**config.mk**
```make
export PLATFORM = sky130hd
export DESIGN_NAME = wb_bus_decoder
export DESIGN_NICKNAME = d
export VERILOG_FILES = /design/src/rtl/wb_pkg.sv /design/src/rtl/wb_addr_match.sv /design/src/rtl/wb_bus_decoder.sv
export SDC_FILE = /design/constraint.sdc
export NUM_CORES = 1
export LEC_CHECK = 0
export BUFFER_PORTS_ARGS = -buffer_cell sky130_fd_sc_hd__buf_2
export CORE_AREA = 2 2 146 148
export CTS_BUF_LIST = sky130_fd_sc_hd__clkbuf_16
export DETAILED_ROUTE_END_ITERATION = 7
export DIE_AREA = 0 0 148 150
export GPL_TIMING_DRIVEN = 0
export PLACE_DENSITY_LB_ADDON = 0.12
export SETUP_SLACK_MARGIN = 0.05
export SYNTH_ARGS = -nofsm -noshare
export SYNTH_HDL_FRONTEND = slang
export SYNTH_SLANG_ARGS = --single-unit
```
**constraint.sdc**
```tcl
create_clock -name i_clk -period 5.3 [get_ports i_clk]
set_input_delay 0 -clock i_clk [delete_from_list [all_inputs] [get_ports i_clk]]
set_output_delay 0 -clock i_clk [all_outputs]
set_load 0.1 [all_outputs]
```
**src/rtl/wb_pkg.sv**
```systemverilog
// Shared Wishbone definitions: decoder FSM states, bus width defaults and the SoC peripheral map.
package wb_pkg;

  typedef enum logic [1:0] {
    StIdle,
    StActive,
    StErr
  } wb_state_e;

  localparam int unsigned WbAddrW  = 24;
  localparam int unsigned WbDataW  = 16;
  localparam int unsigned WbSelW   = WbDataW / 8;
  localparam int unsigned WbNumSlv = 6;

  localparam logic [WbAddrW-1:0] UartBase  = 24'h002000;
  localparam logic [WbAddrW-1:0] UartEnd   = 24'h002003;
  localparam logic [WbAddrW-1:0] TimerBase = 24'h002100;
  localparam logic [WbAddrW-1:0] TimerEnd  = 24'h0021FF;
  localparam logic [WbAddrW-1:0] IrqcBase  = 24'h002200;
  localparam logic [WbAddrW-1:0] IrqcEnd   = 24'h0022FF;
  localparam logic [WbAddrW-1:0] SpiBase   = 24'h002300;
  localparam logic [WbAddrW-1:0] SpiEnd    = 24'h00230F;
  localparam logic [WbAddrW-1:0] SdramBase = 24'h100000;
  localparam logic [WbAddrW-1:0] SdramEnd  = 24'h1FFFFF;
  localparam logic [WbAddrW-1:0] RomBase   = 24'hF00000;
  localparam logic [WbAddrW-1:0] RomEnd    = 24'hFFFFFF;

  // Slave 0 sits in the lowest slice.
  localparam logic [WbNumSlv*WbAddrW-1:0] SocSlvBase =
      {RomBase, SdramBase, SpiBase, IrqcBase, TimerBase, UartBase};
  localparam logic [WbNumSlv*WbAddrW-1:0] SocSlvEnd =
      {RomEnd, SdramEnd, SpiEnd, IrqcEnd, TimerEnd, UartEnd};

endpackage

```
**src/rtl/wb_addr_match.sv**
```systemverilog
// Combinational priority range decoder: reports whether the address falls in any slave window
// and the lowest-numbered slave whose inclusive [base, end] window contains it.
module wb_addr_match #(
  parameter int unsigned NumSlv = 6,
  parameter int unsigned AddrW  = 24,
  parameter int unsigned IdxW   = 3,
  parameter logic [NumSlv*AddrW-1:0] SlvBase = '0,
  parameter logic [NumSlv*AddrW-1:0] SlvEnd  = '0
) (
  input  logic [AddrW-1:0] adr_i,
  output logic             hit_o,
  output logic [IdxW-1:0]  idx_o
);

  always_comb begin
    hit_o = 1'b0;
    idx_o = '0;
    // Walk downwards so the lowest matching index is the last one written.
    for (int i = int'(NumSlv) - 1; i >= 0; i--) begin
      if ((adr_i >= SlvBase[i*AddrW +: AddrW]) && (adr_i <= SlvEnd[i*AddrW +: AddrW])) begin
        hit_o = 1'b1;
        idx_o = IdxW'(i);
      end
    end
  end

endmodule

```
**src/rtl/wb_bus_decoder.sv**
```systemverilog
// Wishbone single-master to N-slave decoder with registered slave select, base-address
// subtraction, per-transaction timeout watchdog and error reporting.
module wb_bus_decoder
  import wb_pkg::*;
#(
  parameter int unsigned N_SLV   = WbNumSlv,
  parameter int unsigned ADDR_W  = WbAddrW,
  parameter int unsigned DATA_W  = WbDataW,
  parameter int unsigned SEL_W   = WbSelW,
  parameter int unsigned TIMEOUT = 255,
  parameter logic [N_SLV*ADDR_W-1:0] SLV_BASE = SocSlvBase,
  parameter logic [N_SLV*ADDR_W-1:0] SLV_END  = SocSlvEnd
) (
  input  logic                    i_clk,
  input  logic                    i_rst_n,
  input  logic                    i_m_cyc,
  input  logic                    i_m_stb,
  input  logic                    i_m_we,
  input  logic [ADDR_W-1:0]       i_m_adr,
  input  logic [DATA_W-1:0]       i_m_dat,
  input  logic [SEL_W-1:0]        i_m_sel,
  output logic [DATA_W-1:0]       o_m_dat,
  output logic                    o_m_ack,
  output logic                    o_m_err,
  output logic                    o_s_cyc,
  output logic [N_SLV-1:0]        o_s_stb,
  output logic                    o_s_we,
  output logic [N_SLV*ADDR_W-1:0] o_s_adr,
  output logic [DATA_W-1:0]       o_s_dat,
  output logic [SEL_W-1:0]        o_s_sel,
  input  logic [N_SLV*DATA_W-1:0] i_s_dat,
  input  logic [N_SLV-1:0]        i_s_ack,
  input  logic [N_SLV-1:0]        i_s_err,
  output logic [7:0]              o_tmo_cnt,
  output logic [ADDR_W-1:0]       o_err_adr
);

  localparam int unsigned IdxW = (N_SLV > 1) ? $clog2(N_SLV) : 1;
  localparam int unsigned CntW = $clog2(TIMEOUT + 1);
  localparam logic [CntW-1:0] CntMax = CntW'(TIMEOUT);

  wb_state_e            state_q, state_d;
  logic [IdxW-1:0]      sel_q, sel_d;
  logic [CntW-1:0]      cnt_q, cnt_d;
  logic [ADDR_W-1:0]    adr_q, adr_d;
  logic [7:0]           tmo_q, tmo_d;
  logic [ADDR_W-1:0]    err_adr_q, err_adr_d;

  logic                 hit;
  logic [IdxW-1:0]      idx;
  logic                 sel_ack, sel_err;
  logic [DATA_W-1:0]    sel_dat;
  logic                 stb_en;

  wb_addr_match #(
    .NumSlv  (N_SLV),
    .AddrW   (ADDR_W),
    .IdxW    (IdxW),
    .SlvBase (SLV_BASE),
    .SlvEnd  (SLV_END)
  ) u_addr_match (
    .adr_i (i_m_adr),
    .hit_o (hit),
    .idx_o (idx)
  );

  for (genvar g = 0; g < N_SLV; g++) begin : g_s_adr
    assign o_s_adr[g*ADDR_W +: ADDR_W] = i_m_adr - SLV_BASE[g*ADDR_W +: ADDR_W];
  end

  // Only the latched slave's response is visible; everything else is ignored.
  always_comb begin
    sel_ack = 1'b0;
    sel_err = 1'b0;
    sel_dat = '0;
    for (int i = 0; i < N_SLV; i++) begin
      if (sel_q == IdxW'(i)) begin
        sel_ack = i_s_ack[i];
        sel_err = i_s_err[i];
        sel_dat = i_s_dat[i*DATA_W +: DATA_W];
      end
    end
  end

  always_comb begin
    state_d   = state_q;
    sel_d     = sel_q;
    cnt_d     = cnt_q;
    adr_d     = adr_q;
    tmo_d     = tmo_q;
    err_adr_d = err_adr_q;
    o_m_ack   = 1'b0;
    o_m_err   = 1'b0;
    o_s_cyc   = 1'b0;
    stb_en    = 1'b0;

    unique case (state_q)
      StIdle: begin
        cnt_d = '0;
        if (i_m_cyc && i_m_stb) begin
          adr_d = i_m_adr;
          if (hit) begin
            sel_d   = idx;
            state_d = StActive;
          end else begin
            state_d = StErr;
          end
        end
      end
      StActive: begin
        o_s_cyc = i_m_cyc;
        cnt_d   = cnt_q + 1'b1;
        if (!i_m_cyc) begin
          cnt_d   = '0;
          state_d = StIdle;
        end else if (sel_err) begin
          stb_en    = 1'b1;
          o_m_err   = 1'b1;
          err_adr_d = adr_q;
          state_d   = StIdle;
        end else if (sel_ack) begin
          stb_en  = 1'b1;
          o_m_ack = 1'b1;
          state_d = StIdle;
        end else if (cnt_q == CntMax) begin
          o_m_err   = 1'b1;
          err_adr_d = adr_q;
          tmo_d     = (tmo_q == 8'hFF) ? tmo_q : tmo_q + 8'd1;
          state_d   = StIdle;
        end else begin
          stb_en = 1'b1;
        end
      end
      StErr: begin
        o_m_err   = 1'b1;
        err_adr_d = adr_q;
        state_d   = StIdle;
      end
      default: state_d = StIdle;
    endcase
  end

  always_comb begin
    o_s_stb = '0;
    if (stb_en) begin
      o_s_stb[sel_q] = 1'b1;
    end
  end

  assign o_m_dat   = o_m_ack ? sel_dat : '0;
  assign o_s_we    = i_m_we;
  assign o_s_dat   = i_m_dat;
  assign o_s_sel   = i_m_sel;
  assign o_tmo_cnt = tmo_q;
  assign o_err_adr = err_adr_q;

  always_ff @(posedge i_clk or negedge i_rst_n) begin
    if (!i_rst_n) begin
      state_q   <= StIdle;
      sel_q     <= '0;
      cnt_q     <= '0;
      adr_q     <= '0;
      tmo_q     <= '0;
      err_adr_q <= '0;
    end else begin
      state_q   <= state_d;
      sel_q     <= sel_d;
      cnt_q     <= cnt_d;
      adr_q     <= adr_d;
      tmo_q     <= tmo_d;
      err_adr_q <= err_adr_d;
    end
  end

endmodule

```
After elaboration in Yosys (flattened, before gate mapping) --
Cells that the tools add are included.
Word-level totals: flip-flop bits (word level) 69, input port bits 155
Operators by class: add/sub/neg operators 8, order comparisons 14, eq/ne operators 14, mux-type cells 63, bitwise logic cells 3, reductions and logical operators 17
Operators by type and width (count):
- $mux 16 | 7
- $ge 24x14->1 const B | 4
- $le 24x14->1 const B | 4
- $mux 24 | 4
- $sub 24x14->24 const B | 4
- $pmux 24 s2 | 1
- $mux 1 | 33
- $ge 24x21->1 const B | 1
- $ge 24x24->1 const B | 1
- $le 24x21->1 const B | 1
- $le 24x24->1 const B | 1
- $sub 24x21->24 const B | 1
- $sub 24x24->24 const B | 1
- $mux 3 | 6
- $add 8x1->8 const B | 2
- $eq 8x8->1 const B | 2
- $pmux 8 s2 | 1
- $mux 2 | 6
- $logic_and 1x1->1 | 8
- $mux 8 | 1
- $eq 3x2->1 const B | 2
- $eq 3x3->1 const B | 2
- $mux 6 | 1
- $ne 3x3->1 const B | 2
- 18 further kinds | 23

Depth between registers and ports, before layout --
word-level depth 12, gate-level depth with buffers 10, gate-level depth less buffers 8

Hierarchy --
Synthesis repeated with hierarchy kept, for this count alone.
Unflattened totals: cell total of the unflattened synthesis 724, area, all modules 6332.3 µm²
By module, submodules not included:
- wb_bus_decoder | times used 1, cells an instance 704, area each 6200.9 µm²
- wb_addr_match | times used 1, cells an instance 20, area each 131.4 µm²

Worst setup path after synthesis --
OpenSTA, ideal clock, no wires.
path type flip-flop to output port, start reg sel_q[2], end out o_s_stb[1], arrival 3.405 ns, required time 5.300 ns, path slack 1.895 ns, cell stages (with the launch flop) 8, path through dfrtp_1 clkbuf_1 nor2b_1 clkbuf_1 a22oi_1 a31oi_1 nand2_1 nor3_1
On the way: word-level cells in the longest chain between the ends 12
Ends and longest elaborated chain:
- from (decl) | RTL line wb_bus_decoder.sv:43 | logic [IdxW-1:0] sel_q, sel_d;
- from (signal assigned) | RTL line wb_bus_decoder.sv:167 | sel_q <= sel_d;
- $logic_not 3->1 | RTL line wb_bus_decoder.sv:77 | if (sel_q == IdxW'(i)) begin
- $mux 1 (6 in series) | RTL line wb_bus_decoder.sv:77
- $mux 1 | RTL line wb_bus_decoder.sv:121 | end else if (sel_ack) begin
- $mux 1 | RTL line wb_bus_decoder.sv:116 | end else if (sel_err) begin
- $mux 1 | RTL line wb_bus_decoder.sv:113 | if (!i_m_cyc) begin
- $mux 1 | RTL line wb_bus_decoder.sv:97 | unique case (state_q)
- $mux 6 * | RTL line wb_bus_decoder.sv:145 | if (stb_en) begin
- to (decl) | RTL line wb_bus_decoder.sv:26 | output logic [N_SLV-1:0] o_s_stb,
Every way passes the cells marked *; elsewhere a longest branch is shown, timed or not.

Final worst setup path --
start reg sel_q[2], end out o_m_dat[14]
On the way: word-level cells in the longest chain between the ends 12
Ends and longest elaborated chain:
- $logic_not 3->1 | RTL line wb_bus_decoder.sv:77
- $mux 1 (6 in series) | RTL line wb_bus_decoder.sv:77
- $mux 1 | RTL line wb_bus_decoder.sv:121
- $mux 1 | RTL line wb_bus_decoder.sv:116
- $mux 1 | RTL line wb_bus_decoder.sv:113
- $mux 1 | RTL line wb_bus_decoder.sv:97
- $mux 16 * | RTL line wb_bus_decoder.sv:150 | assign o_m_dat = o_m_ack ? sel_dat : '0;
- to (decl) | RTL line wb_bus_decoder.sv:22 | output logic [DATA_W-1:0] o_m_dat,
Marks and branches as above.

==> run metrics <==
status finished clean; WL final 22.6 mm; first-pass GRT wire length 33.2 mm; Synth area leader dfrtp_1; Detailed Routing Iterations Pass 1 5; chip height 150 um; CP Data Arrival Time 3170 ps; final core utilization 41.4%; worst setup path start sel_q[2]; Final Non-Filler Cells 1330; fmax 0.316 GHz; FILL cells 2193; routed via count 6174; Setup crit end kind output pin; CTS tree done; clock sinks 69; Synth Instances 681; largest net degree at the start of global routing 59; Antenna Nets Post-Route 0; core footprint 20700 um^2; Synth Cell Area 6100 um^2; count of cell types in the netlist 64; Worst-path clk slew 60 ps; main flop type after synthesis dfrtp_1; final worst-path cycle share 59.8%; Seq cells post-synth 69; Area Overhead vs Synth 40.5%; Register Area 1730 um^2; drt wl/cell 17.0 um; multi-input logic area 3360 um^2; synth warn 0; Hold Crit Start i_m_adr[6]; Layout Skew 12.7 ps; Min-Delay Path Class primary input to flop; port buffer count 353; CP Data Required Time 5300 ps; most frequent cells in the layout 354 x buf_2, 105 x buf_4, 69 x dfrtp_1; Fin Setup TNS 0 ps; Root Buffer Master clkbuf_16; pwr dens 456 nW/um^2; Slew Limit Fails 0; RSZ-0062 raised after global routing no; count of final hold-check violations 0; Die ar. 22200 um^2; Inst Count DP 1310; initial antenna violation count 3; VDD IR max 0.162 mV; setup violators final 0; htree depth 3; fin nets 1222; Least-Margin Pin Slew 698 ps; CP Launch Type flop; normalized max-slew margin 53.5%; syn nets 855; Post-DP HPWL 18.6 mm; most common cell after layout, fill and taps aside buf_2; number of global-route vias before repair 5865; post-synthesis async set-or-reset flop share 100%; share of layout cells above drive strength 1 52.3%; Synth top area share 28.3%; syn avg cell area 8.95 um^2; DR vias/cell 4.64; Initial DRC Count 287; die width 148 um; clock buffer depth 2; clock buffer count from CTS 9; Post-synth EDFFs 0; top routing layer in use met4; total gr overflow 0; worst skew pair latency 340 ps; boundary pin count 375; row count 53; max-cap viol count 0; RePlAce Congestion 0.864; Worst R2R Start sel_q[1]; static leakage 0.00439 uW; Worst Path Max Fanout 10; critical path class flop to output pin; met2 WL 11.8 mm; Power Total 3910 uW; DRT met1 WL 8.67 mm; Synth area leaders dfrtp_1 28%, buf_4 13%, mux2_2 10%, xnor2_1 5.5%, ha_1 3.9%; Remaining DRCs 0; Seq/Total Area, Yosys 28.3%; Initial Util 29.5%; DR WL met3 1.71 mm; Final min period 3170 ps; post-CTS setup buffers 0; gr usage total 19.4%
kinds of logic after synthesis:
logic type               count (synthesis)  synth area share, %
XOR/XNOR                                59                 8.48
adder cells (fa/ha/maj)                 19                 3.90
AO/OA/AOI/OAI                          111                 12.6
buffers and inverters                  160                 16.5
multiplexers                            77                 14.8
flip-flops                              69                 28.3
AND/OR/NAND/NOR                        186                 15.3
metal layers:
metal	track usage, %	vias up
met5	0	-
met3	4.76	20
li1	-	3037
met2	36.4	266
met4	6.48	0
met1	21.4	2851
synthesized netlist by cell type, types with 4 or more instances:
cell type and number:
a21oi_1 14, a222oi_1 13, dfrtp_1 69, nor3_1 8, nor2_1 50, o21ai_0 38
mux2i_1 16, inv_1 19, xor2_1 21, clkbuf_1 25, mux2_2 56, mux4_2 5
o211ai_1 9, nor4_1 5, ha_1 19, and3_1 7, nand3_1 14, buf_4 104
nor3b_1 4, buf_1 5, nand2_1 56, nand4_1 13, or2_2 4, xnor2_1 38
area by class of cell:
| cell class | instances | area share, % |
|---|---|---|
| Antenna cell | 2 | 0.0584 |
| Buffer | 138 | 10.8 |
| Clock buffer | 9 | 2.63 |
| Clock inverter | 7 | 0.920 |
| Inverter | 22 | 0.964 |
| Multi-Input combinational cell | 452 | 39.2 |
| Sequential cell | 69 | 20.2 |
| Tap cell | 275 | 4.02 |
| Timing Repair Buffer | 356 | 21.2 |
worst max-delay path, cell delays in order, from the launching register on:
cell and delay [ps]:
dfrtp_1 320, clkbuf_1 320, clkinv_1 390, a221o_1 440, or2_2 280, clkbuf_1 210
clkbuf_1 260, nor2_1 160, buf_2 430
worst paths after layout:
check / to / slack, ps / depth (start not counted)
max in group asynchronous: o_err_adr[14] / 4700 / 3
worst max-delay path: o_m_dat[14] / 2130 / 8
worst min register to register: cnt_q[7] / 480 / 1
worst max register to register: o_err_adr[9] / 2520 / 9
min in group asynchronous: o_tmo_cnt[5] / 40 / 2
worst min-delay path: adr_q[6] / 30 / 2
power by group:
| part | switching (uW) | internal [uW] |
|---|---|---|
| Clock | 253 | 371 |
| Sequential | 95.8 | 726 |
| Combinational | 1880 | 582 |
| Total | 2230 | 1680 |
state kept, by name, summed over array words and instances (netlist names):
name       count
o_err_adr     24
cnt_q          8
o_tmo_cnt      8
state_q        2
sel_q          3
adr_q         24
what timing repair did:
action / in CTS / in global routing
gates resized for setup: 0 / 0
hold buffers: 2 / 0
endpoints found under the hold margin: 70 / 0
per-stage QoR:
stage                     hold WS [ps]  worst slack (ps)  instance area [um^2]
after floorplan                   -296              1890                  6100
after global placement             340              2410                  8210
after detailed placement          -134              2450                  8240
after CTS                         21.6              2120                  8560
after global routing              39.1              1880                  8570
final                             34.2              2130                  8570
Power figures use the tool's default switching activity.
